[src/rtl/mem_stage_ctrl_pkg.sv]
// Shared types for the MEM-stage data-cache controller.
//   word_t          : architectural data word
//   memctrl_state_t : request FSM encoding (IDLE -> REQ -> DONE)
package mem_stage_ctrl_pkg;

  localparam int unsigned WORD_W = 32;

  typedef logic [WORD_W-1:0] word_t;

  typedef enum logic [1:0] {
    IDLE = 2'd0,
    REQ  = 2'd1,
    DONE = 2'd2
  } memctrl_state_t;

endpackage

[src/rtl/mem_stage_ctrl_if.sv]
// Data-cache request/hit bus between the MEM stage and the dcache.
//   dmemREN / dmemWEN : read / write request (MEM stage -> dcache)
//   dmemaddr          : byte address of the request
//   dmemstore         : store data
//   dhit              : dcache completes the current request
//   dmemload          : read data, valid with dhit
// master = MEM stage (initiator), slave = dcache.
interface mem_stage_ctrl_if #(
  parameter int unsigned ADDR_W = 32,
  parameter int unsigned DATA_W = 32
);

  logic              dmemREN;
  logic              dmemWEN;
  logic [ADDR_W-1:0] dmemaddr;
  logic [DATA_W-1:0] dmemstore;
  logic              dhit;
  logic [DATA_W-1:0] dmemload;

  modport master (
    output dmemREN, dmemWEN, dmemaddr, dmemstore,
    input  dhit, dmemload
  );

  modport slave (
    input  dmemREN, dmemWEN, dmemaddr, dmemstore,
    output dhit, dmemload
  );

endinterface

[src/rtl/mem_stage_ctrl_llsc_link_reg.sv]
// LL/SC link register. Holds the word address of the last load-linked and
// whether the reservation is still intact.
//   CLK, nRST    : clock, async active-low reset
//   set, set_tag : ll completed at word address set_tag
//   clr          : own sc/sw completed that kills the reservation
//   snoop_inv, snoop_tag : coherence invalidate at word address snoop_tag
//   cmp_tag      : word address to test against the reservation
//   link_valid, link_addr : current reservation
//   match        : reservation valid and equal to cmp_tag
module mem_stage_ctrl_llsc_link_reg #(
  parameter int unsigned TAG_W = 30
) (
  input  logic             CLK,
  input  logic             nRST,
  input  logic             set,
  input  logic [TAG_W-1:0] set_tag,
  input  logic             clr,
  input  logic             snoop_inv,
  input  logic [TAG_W-1:0] snoop_tag,
  input  logic [TAG_W-1:0] cmp_tag,
  output logic             link_valid,
  output logic [TAG_W-1:0] link_addr,
  output logic             match
);

  logic             link_valid_q, link_valid_d;
  logic [TAG_W-1:0] link_addr_q, link_addr_d;

  always_comb begin
    link_valid_d = link_valid_q;
    link_addr_d  = link_addr_q;
    if (set) begin
      // A same-cycle invalidate of the address being linked wins.
      link_addr_d  = set_tag;
      link_valid_d = ~(snoop_inv & (snoop_tag == set_tag));
    end else if (clr | (snoop_inv & (snoop_tag == link_addr_q))) begin
      link_valid_d = 1'b0;
    end
  end

  always_ff @(posedge CLK or negedge nRST) begin
    if (!nRST) begin
      link_valid_q <= 1'b0;
      link_addr_q  <= '0;
    end else begin
      link_valid_q <= link_valid_d;
      link_addr_q  <= link_addr_d;
    end
  end

  assign link_valid = link_valid_q;
  assign link_addr  = link_addr_q;
  assign match      = link_valid_q & (link_addr_q == cmp_tag);

endmodule

[src/rtl/mem_stage_ctrl.sv]
// MEM-stage initiator for the dcache request/hit protocol. Issues one
// request per EX/MEM operation, stalls the pipe until dhit, captures load
// data (or the sc result) for MEM/WB, resolves LL/SC through the link
// register and makes halt sticky once memory is quiet.
//   CLK, nRST          : clock, async active-low reset
//   op_valid           : live instruction in EX/MEM
//   memRead/memWrite   : lw,ll / sw,sc
//   ll, sc             : load-linked / store-conditional qualifiers
//   halt_in            : halt instruction in MEM
//   addr, store_data   : effective address and store data
//   advance            : pipeline latches update this cycle
//   snoop_inv/_addr    : coherence invalidate
//   dbus (master)      : dcache request/hit bus
//   mem_stall          : freeze IF..MEM
//   load_data          : to MEM/WB (sc: {0, sc_result})
//   halt_out           : sticky halt to MEM/WB
module mem_stage_ctrl
  import mem_stage_ctrl_pkg::*;
#(
  parameter int unsigned ADDR_W = 32,
  parameter int unsigned DATA_W = 32
) (
  input  logic              CLK,
  input  logic              nRST,
  input  logic              op_valid,
  input  logic              memRead,
  input  logic              memWrite,
  input  logic              ll,
  input  logic              sc,
  input  logic              halt_in,
  input  logic [ADDR_W-1:0] addr,
  input  logic [DATA_W-1:0] store_data,
  input  logic              advance,
  input  logic              snoop_inv,
  input  logic [ADDR_W-1:0] snoop_addr,
  mem_stage_ctrl_if.master  dbus,
  output logic              mem_stall,
  output logic [DATA_W-1:0] load_data,
  output logic              halt_out
);

  localparam int unsigned TAG_W = ADDR_W - 2;

  memctrl_state_t    state_q, state_d;
  logic [DATA_W-1:0] load_data_q, load_data_d;
  logic              halt_out_q, halt_out_d;

  logic             link_valid;
  logic [TAG_W-1:0] link_addr;
  logic             link_match;
  logic             link_set;
  logic             link_clr;

  logic ren, wen, stall, xfer;
  logic mem_op, sc_fail;

  logic unused_snoop_lsbs;
  assign unused_snoop_lsbs = ^snoop_addr[1:0];

  // nRST term keeps requests low while reset is held with a live op.
  assign mem_op  = nRST & op_valid & (memRead | memWrite) & ~halt_out_q;
  assign sc_fail = sc & memWrite & ~link_match;

  always_comb begin
    state_d     = state_q;
    load_data_d = load_data_q;
    halt_out_d  = halt_out_q | (op_valid & halt_in & (state_q != REQ));
    ren         = 1'b0;
    wen         = 1'b0;
    stall       = 1'b0;
    xfer        = 1'b0;
    link_set    = 1'b0;
    link_clr    = 1'b0;

    case (state_q)
      IDLE: begin
        if (mem_op) begin
          if (sc_fail) begin
            load_data_d = '0;
            state_d     = DONE;
          end else begin
            ren = memRead;
            wen = memWrite;
            if (dbus.dhit) begin
              xfer    = 1'b1;
              state_d = DONE;
            end else begin
              stall   = 1'b1;
              state_d = REQ;
            end
          end
        end
      end
      REQ: begin
        // Issued request is held unchanged until dhit: neither a halt
        // latched in the issue cycle nor a snoop may withdraw it.
        ren = memRead;
        wen = memWrite;
        if (dbus.dhit) begin
          xfer    = 1'b1;
          state_d = DONE;
        end else begin
          stall = 1'b1;
        end
      end
      DONE: begin
        if (advance) state_d = IDLE;
      end
      default: state_d = IDLE;
    endcase

    if (xfer) begin
      if (memRead)  load_data_d = dbus.dmemload;
      else if (sc)  load_data_d = DATA_W'(1);
      link_set = memRead & ll;
      link_clr = memWrite & (sc | link_match);
    end
  end

  always_ff @(posedge CLK or negedge nRST) begin
    if (!nRST) begin
      state_q     <= IDLE;
      load_data_q <= '0;
      halt_out_q  <= 1'b0;
    end else begin
      state_q     <= state_d;
      load_data_q <= load_data_d;
      halt_out_q  <= halt_out_d;
    end
  end

  mem_stage_ctrl_llsc_link_reg #(
    .TAG_W (TAG_W)
  ) u_link (
    .CLK        (CLK),
    .nRST       (nRST),
    .set        (link_set),
    .set_tag    (addr[ADDR_W-1:2]),
    .clr        (link_clr),
    .snoop_inv  (snoop_inv),
    .snoop_tag  (snoop_addr[ADDR_W-1:2]),
    .cmp_tag    (addr[ADDR_W-1:2]),
    .link_valid (link_valid),
    .link_addr  (link_addr),
    .match      (link_match)
  );

  assign dbus.dmemREN   = ren;
  assign dbus.dmemWEN   = wen;
  assign dbus.dmemaddr  = addr;
  assign dbus.dmemstore = store_data;
  assign mem_stall      = stall;
  assign load_data      = load_data_q;
  assign halt_out       = halt_out_q;

endmodule

[src/flat_wrapper.sv]
// flat-port wrapper written by rule: the top's interface ports become plain ports
module mem_stage_ctrl_flat import mem_stage_ctrl_pkg::*;
#(
  parameter int unsigned ADDR_W = 32,
  parameter int unsigned DATA_W = 32
)
  (CLK, nRST, op_valid, memRead, memWrite, ll, sc, halt_in, addr, store_data, advance, snoop_inv, snoop_addr, mem_stall, load_data, halt_out, dbus_dmemREN, dbus_dmemWEN, dbus_dmemaddr, dbus_dmemstore, dbus_dhit, dbus_dmemload);
  mem_stage_ctrl_if #(.ADDR_W(ADDR_W), .DATA_W(DATA_W)) dbus_i ();
  input  logic CLK;
  input  logic nRST;
  input  logic op_valid;
  input  logic memRead;
  input  logic memWrite;
  input  logic ll;
  input  logic sc;
  input  logic halt_in;
  input  logic [ADDR_W-1:0] addr;
  input  logic [DATA_W-1:0] store_data;
  input  logic advance;
  input  logic snoop_inv;
  input  logic [ADDR_W-1:0] snoop_addr;
  output logic mem_stall;
  output logic [DATA_W-1:0] load_data;
  output logic halt_out;
  output wire logic [$bits(dbus_i.dmemREN)-1:0] dbus_dmemREN;
  output wire logic [$bits(dbus_i.dmemWEN)-1:0] dbus_dmemWEN;
  output wire logic [$bits(dbus_i.dmemaddr)-1:0] dbus_dmemaddr;
  output wire logic [$bits(dbus_i.dmemstore)-1:0] dbus_dmemstore;
  input wire logic [$bits(dbus_i.dhit)-1:0] dbus_dhit;
  input wire logic [$bits(dbus_i.dmemload)-1:0] dbus_dmemload;
  assign dbus_dmemREN = dbus_i.dmemREN;
  assign dbus_dmemWEN = dbus_i.dmemWEN;
  assign dbus_dmemaddr = dbus_i.dmemaddr;
  assign dbus_dmemstore = dbus_i.dmemstore;
  assign dbus_i.dhit = dbus_dhit;
  assign dbus_i.dmemload = dbus_dmemload;
  mem_stage_ctrl #(.ADDR_W(ADDR_W), .DATA_W(DATA_W)) u_core (.CLK(CLK), .nRST(nRST), .op_valid(op_valid), .memRead(memRead), .memWrite(memWrite), .ll(ll), .sc(sc), .halt_in(halt_in), .addr(addr), .store_data(store_data), .advance(advance), .snoop_inv(snoop_inv), .snoop_addr(snoop_addr), .dbus(dbus_i), .mem_stall(mem_stall), .load_data(load_data), .halt_out(halt_out));
endmodule
[config.mk]
export PLATFORM = sky130hd
export DESIGN_NAME = mem_stage_ctrl_flat
export DESIGN_NICKNAME = d
export VERILOG_FILES = /design/src/rtl/mem_stage_ctrl_pkg.sv /design/src/rtl/mem_stage_ctrl_if.sv /design/src/rtl/mem_stage_ctrl_llsc_link_reg.sv /design/src/rtl/mem_stage_ctrl.sv /design/src/flat_wrapper.sv
export SDC_FILE = /design/constraint.sdc
export NUM_CORES = 1
export LEC_CHECK = 0
export CAP_MARGIN = 20
export CELL_PAD_IN_SITES_DETAIL_PLACEMENT = 0
export CELL_PAD_IN_SITES_GLOBAL_PLACEMENT = 1
export CORE_ASPECT_RATIO = 0.8
export CORE_MARGIN = 2
export CORE_UTILIZATION = 30
export DETAILED_ROUTE_END_ITERATION = 8
export PLACE_DENSITY = 0.86
export SLEW_MARGIN = 20
export SYNTH_ARGS = -nofsm -noshare
export SYNTH_HDL_FRONTEND = slang
export SYNTH_HIERARCHICAL = 1
export SYNTH_SLANG_ARGS = --single-unit
[constraint.sdc]
create_clock -name CLK -period 12.2 [get_ports CLK]
set_clock_uncertainty 0.2 [all_clocks]
set_input_delay 3.66 -clock CLK [delete_from_list [all_inputs] [get_ports CLK]]
set_output_delay 3.66 -clock CLK [all_outputs]
set_load 0.03 [all_outputs]
### Yosys cells after proc, flatten, opt, wreduce, memory -nomap -nowiden

Index checks and enable logic that the tools add are counted.

* register bits after elaboration: 66
* input bits: 139
* output and inout port bits: 100
* word-level logic and storage cells: 66

* equal/unequal tests: 9
* multiplexer cells: 30
* bitwise operators: 19
* reductions and logical operators: 3

Operators with widths (number)
* $mux 32: 6
* $eq 30x30->1: 3
* $mux 1: 14
* $and 1x1->1: 12
* $mux 2: 5
* $pmux 1 s2: 4
* $pmux 2 s3: 1
* $ne 2x1->1 const B: 2
* $ne 2x2->1 const B: 2
* $or 1x1->1: 4
* $not 1->1: 3
* $reduce_and 3->1: 1
* $eq 2x1->1 const B: 1
* $eq 2x2->1 const B: 1
* $logic_not 2->1: 1
* $reduce_bool 2->1: 1

### Longest topological paths before layout

* depth in word-level cells: 11
* depth in mapped cells: 12

### Cells and area by module

The synthesis kept the hierarchy.

Modules (own cells, without submodules)
* mem_stage_ctrl_llsc_link_reg: times used 1, cells an instance 186, area each 2124.5 sq um, seq. area each 775.7 sq um
* mem_stage_ctrl: times used 1, cells an instance 171, area each 1889.3 sq um, seq. area each 875.8 sq um

### Worst setup path after synthesis

OpenSTA, ideal clock, no wires.

* path kind: in2out
* start point: input addr[8]
* end point: output mem_stall
* data arrival time: 5.699 ns
* required time: 8.340 ns
* setup slack: 2.641 ns
* stages on the path: 7
* buffers on the path: 0
* cells stage by stage: xnor2_1 nand4_1 or4_1 nor4_2 nand3b_1 a31oi_1 nor3_1

* word-level cells in the longest chain between the ends: 7

RTL lines
* from (decl): line flat_wrapper.sv:17 `input logic [ADDR_W-1:0] addr;`
* $eq 30x30->1: line mem_stage_ctrl_llsc_link_reg.sv:53 `assign match = link_valid_q & (link_addr_q == cmp_tag);`
* $and 1x1->1: line mem_stage_ctrl_llsc_link_reg.sv:53
* named net u_core.link_match: line mem_stage_ctrl.sv:50 `logic link_match;`
* $not 1->1: line mem_stage_ctrl.sv:62 `assign sc_fail = sc & memWrite & ~link_match;`
* $and 1x1->1: line mem_stage_ctrl.sv:62
* $mux 1: line mem_stage_ctrl.sv:78 `if (sc_fail) begin`
* $mux 1: line mem_stage_ctrl.sv:77 `if (mem_op) begin`
* $pmux 1 s2: line mem_stage_ctrl.sv:75 `case (state_q)`
* to (decl): line flat_wrapper.sv:22 `output logic mem_stall;`

The timed path passes the listed nets, and every way through them passes these cells.

### Worst setup path after layout

* start point: input addr[17]
* end point: output dbus_dmemREN

* word-level cells in the longest chain between the ends: 7

RTL lines
* $eq 30x30->1: line mem_stage_ctrl_llsc_link_reg.sv:53
* $and 1x1->1: line mem_stage_ctrl_llsc_link_reg.sv:53
* named net u_core.link_match: line mem_stage_ctrl.sv:50
* $not 1->1: line mem_stage_ctrl.sv:62
* $and 1x1->1: line mem_stage_ctrl.sv:62
* $mux 1: line mem_stage_ctrl.sv:78
* $mux 1: line mem_stage_ctrl.sv:77
* $pmux 1 s2: line mem_stage_ctrl.sv:75
* to (decl): line flat_wrapper.sv:25 `output wire logic [$bits(dbus_i.dmemREN)-1:0] dbus_dmemREN;`

The timed path passes the listed nets, and every way through them passes these cells.

==> run_summary.xml <==
<?xml version="1.0" encoding="UTF-8"?>
<metrics>
  <group name="logic_synthesis">
    <metric name="yosysTopAreaCell" unit="">sky130_fd_sc_hd__dfrtp_1</metric>
    <metric name="synth_area" unit="um^2">4014</metric>
    <metric name="synth_area_per_cell" unit="um^2">11.24</metric>
    <metric name="synth_warnings" unit="">6</metric>
    <metric name="synth-edff-count" unit="">0</metric>
    <metric name="synthFlopType" unit="">sky130_fd_sc_hd__dfrtp_1</metric>
    <metric name="async_reset_ff_share" unit="%">100.0</metric>
    <metric name="synth_top_area_share" unit="%">41.15</metric>
    <metric name="synth_area_leaders" unit="">sky130_fd_sc_hd__dfrtp_1 (41%), sky130_fd_sc_hd__xnor2_1 (14%), sky130_fd_sc_hd__buf_4 (12%), sky130_fd_sc_hd__mux2_2 (8.4%), sky130_fd_sc_hd__a22o_1 (7.0%)</metric>
    <metric name="postSynthCellCount" unit="">357</metric>
    <metric name="most_repeated_cell_in_the_gate_level_netlist_after_synthesis" unit="">sky130_fd_sc_hd__dfrtp_1</metric>
    <metric name="synth_nets" unit="">496</metric>
    <metric name="synth_cell_types" unit="">36</metric>
    <metric name="ys_seq_area_share" unit="%">41.15</metric>
    <metric name="synth-seq-cells" unit="">66</metric>
    <metric name="synth_commonest_cells" unit="">sky130_fd_sc_hd__dfrtp_1 (66), sky130_fd_sc_hd__buf_4 (64), sky130_fd_sc_hd__xnor2_1 (64)</metric>
  </group>
  <group name="setup_path">
    <metric name="worstPathMaxFanout" unit="">5</metric>
    <metric name="reg2reg_setup_slack" unit="ps">8050</metric>
    <metric name="setup.worst_path.class" unit="">primary input to primary output</metric>
    <metric name="reg2reg_from" unit="">u_core/u_link/link_addr[15]$_DFFE_PN0P_</metric>
    <metric name="worstRegToRegCells" unit="">11</metric>
    <metric name="r2r-end" unit="">u_core/u_link/link_addr[9]$_DFFE_PN0P_</metric>
    <metric name="critical_path_required" unit="ps">8340</metric>
    <metric name="critPathTopFamily" unit="">simple AND/OR/NAND/NOR gates</metric>
    <metric name="critical_path.startpoint_type" unit="">primary input</metric>
    <metric name="critical-path-max-stage-delay" unit="ps">660</metric>
    <metric name="worst-path-buf-inv" unit="">2</metric>
    <metric name="worst_path_most_repeated_cell" unit="">sky130_fd_sc_hd__clkdlybuf4s50_1</metric>
    <metric name="slowest_stage" unit="">sky130_fd_sc_hd__clkdlybuf4s50_1</metric>
    <metric name="cp-end-kind" unit="">primary output</metric>
    <metric name="worst-endpoint-arrival" unit="ps">6990</metric>
    <metric name="critical_path.cell_chain" unit="">clkdlybuf4s50_1, xnor2_1, nand4_1, or4_1, nor4_2, nand3b_1, a31oi_1, nor2_1, and2_1, clkdlybuf4s50_1</metric>
  </group>
  <group name="timing">
    <metric name="worstMarginPinSlew" unit="ps">704.6</metric>
    <metric name="fin_setup_tns" unit="ps">0</metric>
    <metric name="rsz0062_at_grt" unit="">false</metric>
    <metric name="fmax" unit="MHz">92.17</metric>
    <metric name="setup-violations-final" unit="">0</metric>
    <metric name="finalCriticalPeriod" unit="ps">10850</metric>
    <metric name="timing_hold_violations_final" unit="">0</metric>
    <metric name="final_min_period_over_clock_period" unit="%">88.93</metric>
    <metric name="finalMaxSlewViolations" unit="">0</metric>
    <metric name="max-slew-margin-rel" unit="%">53.03</metric>
  </group>
  <group name="clocking">
    <metric name="clk_transition_reported_paths" unit="ps">50</metric>
    <metric name="postCtsSetupBuffers" unit="">0</metric>
    <metric name="clk_root_buffer_cell" unit="">sky130_fd_sc_hd__clkbuf_16</metric>
    <metric name="cts_tree" unit="">built</metric>
    <metric name="cts.sink_count" unit="">66</metric>
    <metric name="clkLatencyLatePin" unit="ps">330</metric>
    <metric name="cts_hold_repair.buffers" unit="">0</metric>
    <metric name="cts-resized-gates" unit="">0</metric>
    <metric name="cts_htree_levels" unit="">3</metric>
    <metric name="clock_buffers_created_by_tritoncts" unit="">9</metric>
    <metric name="max-clock-path-buffers" unit="">2</metric>
  </group>
  <group name="global_route">
    <metric name="number_of_global_route_vias_before_repair" unit="">3080</metric>
    <metric name="antenna_found_initial" unit="">0</metric>
    <metric name="grt.total_usage" unit="%">15.21</metric>
    <metric name="wire_length_of_the_first_global_routing_pass" unit="um">16510</metric>
    <metric name="grt_overflow" unit="">0</metric>
    <metric name="pin_count_of_the_biggest_net_entering_global_routing" unit="">41</metric>
  </group>
  <group name="power_and_ir_drop">
    <metric name="power.density_cell_area" unit="nW/um^2">121.0</metric>
    <metric name="p_leak" unit="nW">2.276</metric>
    <metric name="power.total" unit="mW">0.6867</metric>
    <metric name="power.ir.vdd_worst" unit="uV">62.80</metric>
  </group>
  <group name="placed_design">
    <metric name="port_buffers" unit="">168</metric>
    <metric name="gp_congestion" unit="">0.8183</metric>
    <metric name="dp_hpwl" unit="um">8644</metric>
    <metric name="post-place-cells" unit="">628</metric>
  </group>
  <group name="finish">
    <metric name="syn2layout_area_growth" unit="%">41.33</metric>
    <metric name="diodes_inserted" unit="">0</metric>
    <metric name="final_net_count" unit="">603</metric>
    <metric name="post_layout_nonfiller_instances" unit="">644</metric>
    <metric name="fin_util" unit="%">43.76</metric>
    <metric name="post_route_cells_drive_above_1_share" unit="%">12.15</metric>
  </group>
  <group name="worst_hold_path">
    <metric name="hold_path_depth" unit="">1</metric>
    <metric name="holdCritPathClass" unit="">register to register</metric>
    <metric name="worst_case_hold_path_end_point" unit="">u_core/halt_out$_DFF_PN0_</metric>
    <metric name="holdCritStartpoint" unit="">u_core/halt_out$_DFF_PN0_</metric>
  </group>
  <group name="floorplanning">
    <metric name="placementRows" unit="">37</metric>
    <metric name="die_height" unit="um">107.5</metric>
    <metric name="top_level_ports" unit="">239</metric>
    <metric name="dieWidth" unit="um">133.3</metric>
    <metric name="fp.coreArea" unit="um^2">12960</metric>
    <metric name="die_area" unit="um^2">14330</metric>
    <metric name="initial_utilization" unit="%">30.97</metric>
  </group>
  <group name="detailed_routing">
    <metric name="routedWlPerCell" unit="um">17.20</metric>
    <metric name="routed-via-count" unit="">2980</metric>
    <metric name="detailedRoute.firstIterationViolations" unit="">110</metric>
    <metric name="first_pass_iters" unit="">4</metric>
    <metric name="drt-total-wl" unit="um">11080</metric>
    <metric name="ant_nets" unit="">0</metric>
    <metric name="post-route-drc-count" unit="">0</metric>
    <metric name="vias_per_cell" unit="">4.627</metric>
  </group>
  <group name="run">
    <metric name="drv_cap" unit="">0</metric>
  </group>
  <group name="status">
    <metric name="status" unit="">finished, final reports clean</metric>
  </group>
</metrics>
[cells in the final DEF (no fill, tap or decap), drive strengths merged, types with 2 or more instances in the layout]
cell,n
nand4,19
mux2,30
clkdlybuf4s50,167
o21ai,2
clkinv,4
xor2,26
inv,2
a21oi,3
xnor2,64
a22o,32
nor3,2
buf,5
nor2,5
nor3b,2
and2,3
clkinvlp,3
clkbuf,9
dfrtp,66
nor4,10
[worst register-to-register path: stages (launching register included)]
cell and delay [ps]:
sky130_fd_sc_hd__dfrtp_1 410, sky130_fd_sc_hd__xnor2_1 230, sky130_fd_sc_hd__nand4_1 140, sky130_fd_sc_hd__or4_1 570
sky130_fd_sc_hd__nor4_2 430, sky130_fd_sc_hd__nand3b_1 260, sky130_fd_sc_hd__a21oi_1 140, sky130_fd_sc_hd__nor4bb_4 280
sky130_fd_sc_hd__buf_4 370, sky130_fd_sc_hd__and2_1 200, sky130_fd_sc_hd__buf_4 400, sky130_fd_sc_hd__mux2_2 400
[metrics by stage]
| stage | hold slack, ps | setup slack, ps | cell area, um^2 |
|---|---|---|---|
| after floorplan | 342.8 | 2641 | 4014 |
| final | 288.1 | 1351 | 5673 |
| after global routing | 318.6 | 1159 | 5673 |
| after global placement | 277.1 | 1369 | 5401 |
| after CTS | 303.4 | 1372 | 5673 |
| after detailed placement | 286.3 | 1384 | 5401 |
[area by class of cell]
class	instances	area, um^2
tap	175	219.0
multi-input combinational	213	1817
inverter	2	7.507
clock buffer	9	225.2
timing repair buffer	172	1707
sequential	66	1652
clock inverter	7	46.29
fill	1232	7289
[worst max path at each step]
stage	start	to	slack, ps	depth (start not counted)
2_1_floorplan	addr[8]	mem_stall	2640	7
3_3_place_gp	addr[17]	dbus_dmemREN	1370	10
3_5_place_dp	addr[17]	dbus_dmemREN	1380	10
4_1_cts	addr[17]	dbus_dmemREN	1370	10
5_1_grt	addr[17]	dbus_dmemWEN	1160	10
6_report	addr[17]	dbus_dmemREN	1350	10
[routing by layer]
layer	track usage, %	up-vias	part of all wire, %
met3	4.755	27	5.5
met4	5.471	0	2.5
li1	-	1406	-
met5	0	-	0
met2	23.97	87	47
met1	19.74	1460	45
[sequential cells by signal, summed over array words and instances (netlist names)]
register	count
u_core/u_link/link_addr	30
u_core/state_q	2
u_core/halt_out	1
u_core/u_link/link_valid	1
u_core/load_data	32
[logic make-up after synthesis]
logic type	count (synthesis)	synth area share, %
AO/OA/AOI/OAI	44	9.102
XOR/XNOR	90	19.64
buffers and inverters	78	13.97
flip-flops	66	41.15
multiplexers	30	8.416
AND/OR/NAND/NOR	49	7.731
[report_power, final]
part           switching [mW]  internal, mW
Clock                  0.0971         0.136
Combinational          0.0921         0.101
Sequential             0.0174         0.242
Total                   0.207         0.480
Note: power is estimated with default switching activity, not from simulation.
